## src/rtl/mdio_master.sv

```systemverilog
// Clause-22 MDIO management master: shifts one 64-bit read/write frame per command
// out on MDC_Clk/MDIO and returns the read data with a no-PHY-response flag.
module mdio_master #(
  parameter int CLK_DIV = 50
) (
  input  logic        AXI_Clk,
  input  logic        AXI_Rstn,
  input  logic        Cmd_Valid,
  output logic        Cmd_Ready,
  input  logic        Cmd_Write,
  input  logic [4:0]  Cmd_Phy_Addr,
  input  logic [4:0]  Cmd_Reg_Addr,
  input  logic [15:0] Cmd_Wdata,
  output logic        Rsp_Valid,
  output logic [15:0] Rsp_Rdata,
  output logic        Rsp_Err,
  output logic        Busy,
  output logic        MDC_Clk,
  output logic        MDIO_O,
  output logic        MDIO_T,
  input  logic        MDIO_I,
  output logic [2:0]  Dbg_State
);
  // Handshake: a command transfers on the edge where Cmd_Valid and Cmd_Ready are both
  // high; Rsp_Valid is a one-cycle pulse with no back-pressure from the consumer.
  localparam int DW = (CLK_DIV > 2) ? $clog2(CLK_DIV) : 1;
  localparam logic [DW-1:0] DIV_LAST = DW'(CLK_DIV - 1);

  typedef enum logic [2:0] {
    S_IDLE = 3'd0,
    S_PRE  = 3'd1,
    S_HDR  = 3'd2,
    S_TA   = 3'd3,
    S_DATA = 3'd4,
    S_DONE = 3'd5
  } state_t;

  state_t          state;
  logic [63:0]     shift;
  logic            is_read;
  logic [5:0]      bit_cnt;
  logic [5:0]      nxt_bit;
  logic [DW-1:0]   div_cnt;
  logic [1:0]      sync_q;
  logic [15:0]     rx;
  logic            rx_err;
  logic [15:0]     rx_next;
  logic            err_next;
  logic            capture;

  assign Busy      = ~Cmd_Ready;
  assign Dbg_State = state;

  function automatic state_t phase_of(input logic [5:0] b);
    if (b < 6'd32)      return S_PRE;
    else if (b < 6'd46) return S_HDR;
    else if (b < 6'd48) return S_TA;
    else                return S_DATA;
  endfunction

  always_ff @(posedge AXI_Clk or negedge AXI_Rstn) begin
    if (!AXI_Rstn) sync_q <= 2'b11;
    else           sync_q <= {sync_q[0], MDIO_I};
  end

  // The capture lands on the edge that makes the synchronized value two cycles after the
  // MDC rise; computing rx_next here lets the last data bit reach Rsp_Rdata on DONE entry.
  always_comb begin
    capture  = MDC_Clk && (div_cnt == DW'(1)) && is_read &&
               (state != S_IDLE) && (state != S_DONE);
    rx_next  = rx;
    err_next = rx_err;
    if (capture && (bit_cnt == 6'd47)) err_next = sync_q[1];
    if (capture && (bit_cnt >= 6'd48)) rx_next = {rx[14:0], sync_q[1]};
    nxt_bit  = bit_cnt + 6'd1;
  end

  always_ff @(posedge AXI_Clk or negedge AXI_Rstn) begin
    if (!AXI_Rstn) begin
      state     <= S_IDLE;
      shift     <= '0;
      is_read   <= 1'b0;
      bit_cnt   <= '0;
      div_cnt   <= '0;
      rx        <= '0;
      rx_err    <= 1'b0;
      Cmd_Ready <= 1'b1;
      Rsp_Valid <= 1'b0;
      Rsp_Rdata <= '0;
      Rsp_Err   <= 1'b0;
      MDC_Clk   <= 1'b0;
      MDIO_O    <= 1'b1;
      MDIO_T    <= 1'b1;
    end else begin
      Rsp_Valid <= 1'b0;
      rx        <= rx_next;
      rx_err    <= err_next;
      case (state)
        S_IDLE: begin
          if (Cmd_Valid) begin
            // Read frames carry all-ones in TA/DATA; the pad is released there anyway.
            shift     <= {32'hFFFF_FFFF, 2'b01,
                          (Cmd_Write ? 2'b01 : 2'b10),
                          Cmd_Phy_Addr, Cmd_Reg_Addr,
                          (Cmd_Write ? 2'b10 : 2'b11),
                          (Cmd_Write ? Cmd_Wdata : 16'hFFFF)};
            is_read   <= ~Cmd_Write;
            bit_cnt   <= '0;
            div_cnt   <= '0;
            MDC_Clk   <= 1'b0;
            MDIO_O    <= 1'b1;
            MDIO_T    <= 1'b0;
            Cmd_Ready <= 1'b0;
            state     <= S_PRE;
          end
        end
        S_DONE: begin
          state     <= S_IDLE;
          Cmd_Ready <= 1'b1;
        end
        default: begin
          if (div_cnt == DIV_LAST) begin
            div_cnt <= '0;
            MDC_Clk <= ~MDC_Clk;
            if (MDC_Clk) begin
              if (bit_cnt == 6'd63) begin
                state     <= S_DONE;
                Rsp_Valid <= 1'b1;
                MDIO_T    <= 1'b1;
                MDIO_O    <= 1'b1;
                Rsp_Rdata <= is_read ? rx_next : 16'h0000;
                Rsp_Err   <= is_read & err_next;
              end else begin
                bit_cnt <= nxt_bit;
                shift   <= {shift[62:0], 1'b0};
                MDIO_O  <= shift[62];
                MDIO_T  <= is_read && (nxt_bit >= 6'd46);
                state   <= phase_of(nxt_bit);
              end
            end
          end else begin
            div_cnt <= div_cnt + DW'(1);
          end
        end
      endcase
    end
  end

endmodule

```

## config.mk

```make
export PLATFORM = sky130hd
export DESIGN_NAME = mdio_master
export DESIGN_NICKNAME = d
export VERILOG_FILES = /design/src/rtl/mdio_master.sv
export SDC_FILE = /design/constraint.sdc
export NUM_CORES = 1
export LEC_CHECK = 0
export CORE_ASPECT_RATIO = 0.9
export CORE_MARGIN = 1.5
export CORE_UTILIZATION = 40
export DETAILED_ROUTE_END_ITERATION = 8
export GPL_ROUTABILITY_DRIVEN = 0
export SLEW_MARGIN = 5
export SYNTH_ARGS = -nofsm -noshare
export SYNTH_HDL_FRONTEND = slang
export SYNTH_SLANG_ARGS = --single-unit
```

## constraint.sdc

```tcl
create_clock -name AXI_Clk -period 4.5 [get_ports AXI_Clk]
set_input_delay 0.675 -clock AXI_Clk [delete_from_list [all_inputs] [get_ports AXI_Clk]]
set_output_delay 0.675 -clock AXI_Clk [all_outputs]
set_load 0.05 [all_outputs]
```

==> reports/results.ini <==
[timing]
setup_tns_ns=0
rsz0062_at_grt=false
min_period_over_period_pct=58.6
fmax_mhz=379
finalSetupViolCount=0
hold_viol=0
period_needed_ns=2.64
max_slew_margin_pct=44.2
worstMarginPinSlew_ns=0.834
fin_skew_ns=0.0129
slew_viol_final=0
whs_ns=0.349

[global_route]
grt_max_degree=64
grt_usage_pct=16.9
grt_pass1_vias=4067
grt-ovfl-total=0
grt_pass1_wl_um=19800
antenna_found_initial=0

[hold_path]
hold_start=sync_q[0]
whs_endpoint=sync_q[1]
min_path_type=reg2reg
worstHoldPathCells=0

[yosys]
synth_area_leaders=dfrtp_1 (51%), mux2_2 (11%), o21ai_0 (4.1%), nand2_1 (4.0%), inv_1 (2.5%)
synth_cells=540
yosys.area_share.simple_pct=12.9
ys_seq_area_share_pct=53.5
avgSynthCellArea_sq_um=10.4
synth_top_family_by_area=compound AO/OA/AOI/OAI gates
synth_top_area_share_pct=51.1
synthMuxAreaShare_pct=12.2
yosysTopAreaCell=dfrtp_1
async_reset_ff_share_pct=100
ys_warn_count=0
synth_xor_xnor_area_share_pct=0.623
synth_flop_cell=dfrtp_1
synth_compound_area_share_pct=13.9
synth.net_count=574
ys_ff_latch=120
synth-edff-count=0
syn-cell-area_sq_mm=0.00563
synth_cell_type_count=50
synthAdderAreaFrac_pct=0.667

[clocking]
clock_sinks=120
post_cts_resize_count=0
htreeDepth=4
cts_hold_buf=0
cts_root_buf=clkbuf_16
postCtsSetupBuffers=0
path_clk_slew_ns=0.06
cts_buffer_depth=2
cts_buffers=17
insertion_delay_ns=0.41
cts_tree=built

[die]
die_h_um=116
start_util_pct=41.5
coreArea_sq_mm=0.0136
io_pins=57
die-area_sq_mm=0.0148
die_w_um=128
rows=40

[critical_path]
slowest_stage=a21o_1
crit_required_ns=4.84
critPathMaxFanout=23
reg2reg_to=shift[23]
rr_worst_depth=7
worstPathCellList=clkdlybuf4s50_1 -> or3_1 -> a21oi_4 -> a21o_1 -> a221o_1
path_class=in2reg
r2r_slack_ns=1.87
cp-end-kind=flip-flop
r2r_start=bit_cnt[0]
critPathArrivalTime_ns=2.98
cpPeakStageDelay_ns=0.62
crit_path_start_kind=input pin

[drt]
ant_nets=0
route.vias.total=4136
vias_per_cell=5.26
routedWlPerCell_um=14.9
drc=0
drt-total-wl_um=11700
drt_iter0_markers=308
drt-pass1-iter-count=4

[power_and_ir_drop]
p_leak_uw=0.00299
power-per-cell-area_mw_per_mm2=604
irDropWorstVdd_v=0.000293

[layout]
num-nets-final=618
drive_above_1_share_pct=17.8
syn_to_final_growth_pct=22.8
final_cell_mix=dfrtp_1 (115), nand2_1 (60), mux2_2 (55), clkdlybuf4s50_1 (55), o21ai_0 (46)
fin_area_sq_mm=0.00691
final_common_cell=dfrtp_1
n_antenna_cell=0

[status]
status=finished clean

[flow_run]
maxCapViolations=0

[placed_design]
io_buffers=56
hpwl_um=7280
dpl-instance-area_sq_mm=0.00629

-- per-layer routing --
metal	track usage, %	vias up	routed length (um)
li1	-	1998	-
met1	23.2	2026	5790
met2	25.9	100	5260
met3	5.36	12	557
met4	5.02	0	120
met5	0	-	0
-- critical path: cells and delay by family --
family                 cells  cell delay [ns]
and+or+nand+nor            1             0.38
AOI/OAI and AO/OA          3             1.47
buffers and inverters      1             0.45
-- synthesized netlist by cell type (3+ instances only) --
| cell type | number |
|---|---|
| nor4_1 | 17 |
| buf_6 | 5 |
| inv_1 | 38 |
| nor2_1 | 23 |
| o2111ai_1 | 3 |
| mux2_1 | 5 |
| nand3_1 | 21 |
| buf_2 | 16 |
| a21oi_1 | 23 |
| a31oi_1 | 19 |
| nor3_1 | 4 |
| a21o_1 | 6 |
| dfstp_2 | 5 |
| and3_1 | 5 |
| nand2_1 | 60 |
| nor3b_1 | 4 |
| o21ai_0 | 46 |
| mux2_2 | 55 |
| and4_1 | 3 |
| clkbuf_1 | 19 |
| ha_1 | 3 |
| dfrtp_1 | 115 |
| a22o_1 | 4 |
-- where the power goes --
group	switching, uW	internal (uW)
clock network	459	944
logic	671	542
registers	214	1340
-- logic make-up (layout without fill, tap and decap cells) --
logic type	count (synthesis)	after routing
xor+xnor	4	4
compound gates	124	124
buf+inv	79	136
mux	61	61
flops	120	120
fa+ha+maj	3	3
simple gates	149	149
-- worst max path at each step --
stage,from,cells past startpoint,slack (ns),to
floorplan,Dbg_State[0],6,2.27,shift[10]
global placement,Cmd_Valid,5,1.45,bit_cnt[4]
detailed placement,Cmd_Valid,5,1.46,bit_cnt[4]
CTS,Cmd_Valid,5,1.88,bit_cnt[4]
global route,Cmd_Valid,5,1.73,bit_cnt[4]
finish,Cmd_Valid,5,1.86,bit_cnt[4]
-- through the flow --
| step | instances | utilization [%] | setup slack (ns) | total power [uW] |
|---|---|---|---|---|
| floorplan | 540 | - | 2.27 | 2520 |
| detailed placement | 754 | 46.4 | 1.46 | 2790 |
| finish | 786 | 50.9 | 1.86 | 4170 |
| CTS | 786 | 50.9 | 1.88 | 4210 |
| global route | 786 | 50.9 | 1.73 | 4430 |
| global placement | 754 | 46.4 | 1.45 | 2750 |
-- cell type report --
cell class                 instances  area [sq um]
inverter                          38           143
sequential                       120          3010
tap                              189           236
fill                            1273          6650
clock buffer                      25           505
timing repair buffer              66           633
multi-input combinational        341          2270
clock inverter                     7           114
-- flip-flops by register name, indices dropped and copies added (netlist names), 2 cells and up --
signal,cells
rx,16
div_cnt,6
shift,63
sync_q,2
Rsp_Rdata,16
Dbg_State,3
bit_cnt,6
Note: power is estimated with default switching activity, not from simulation.
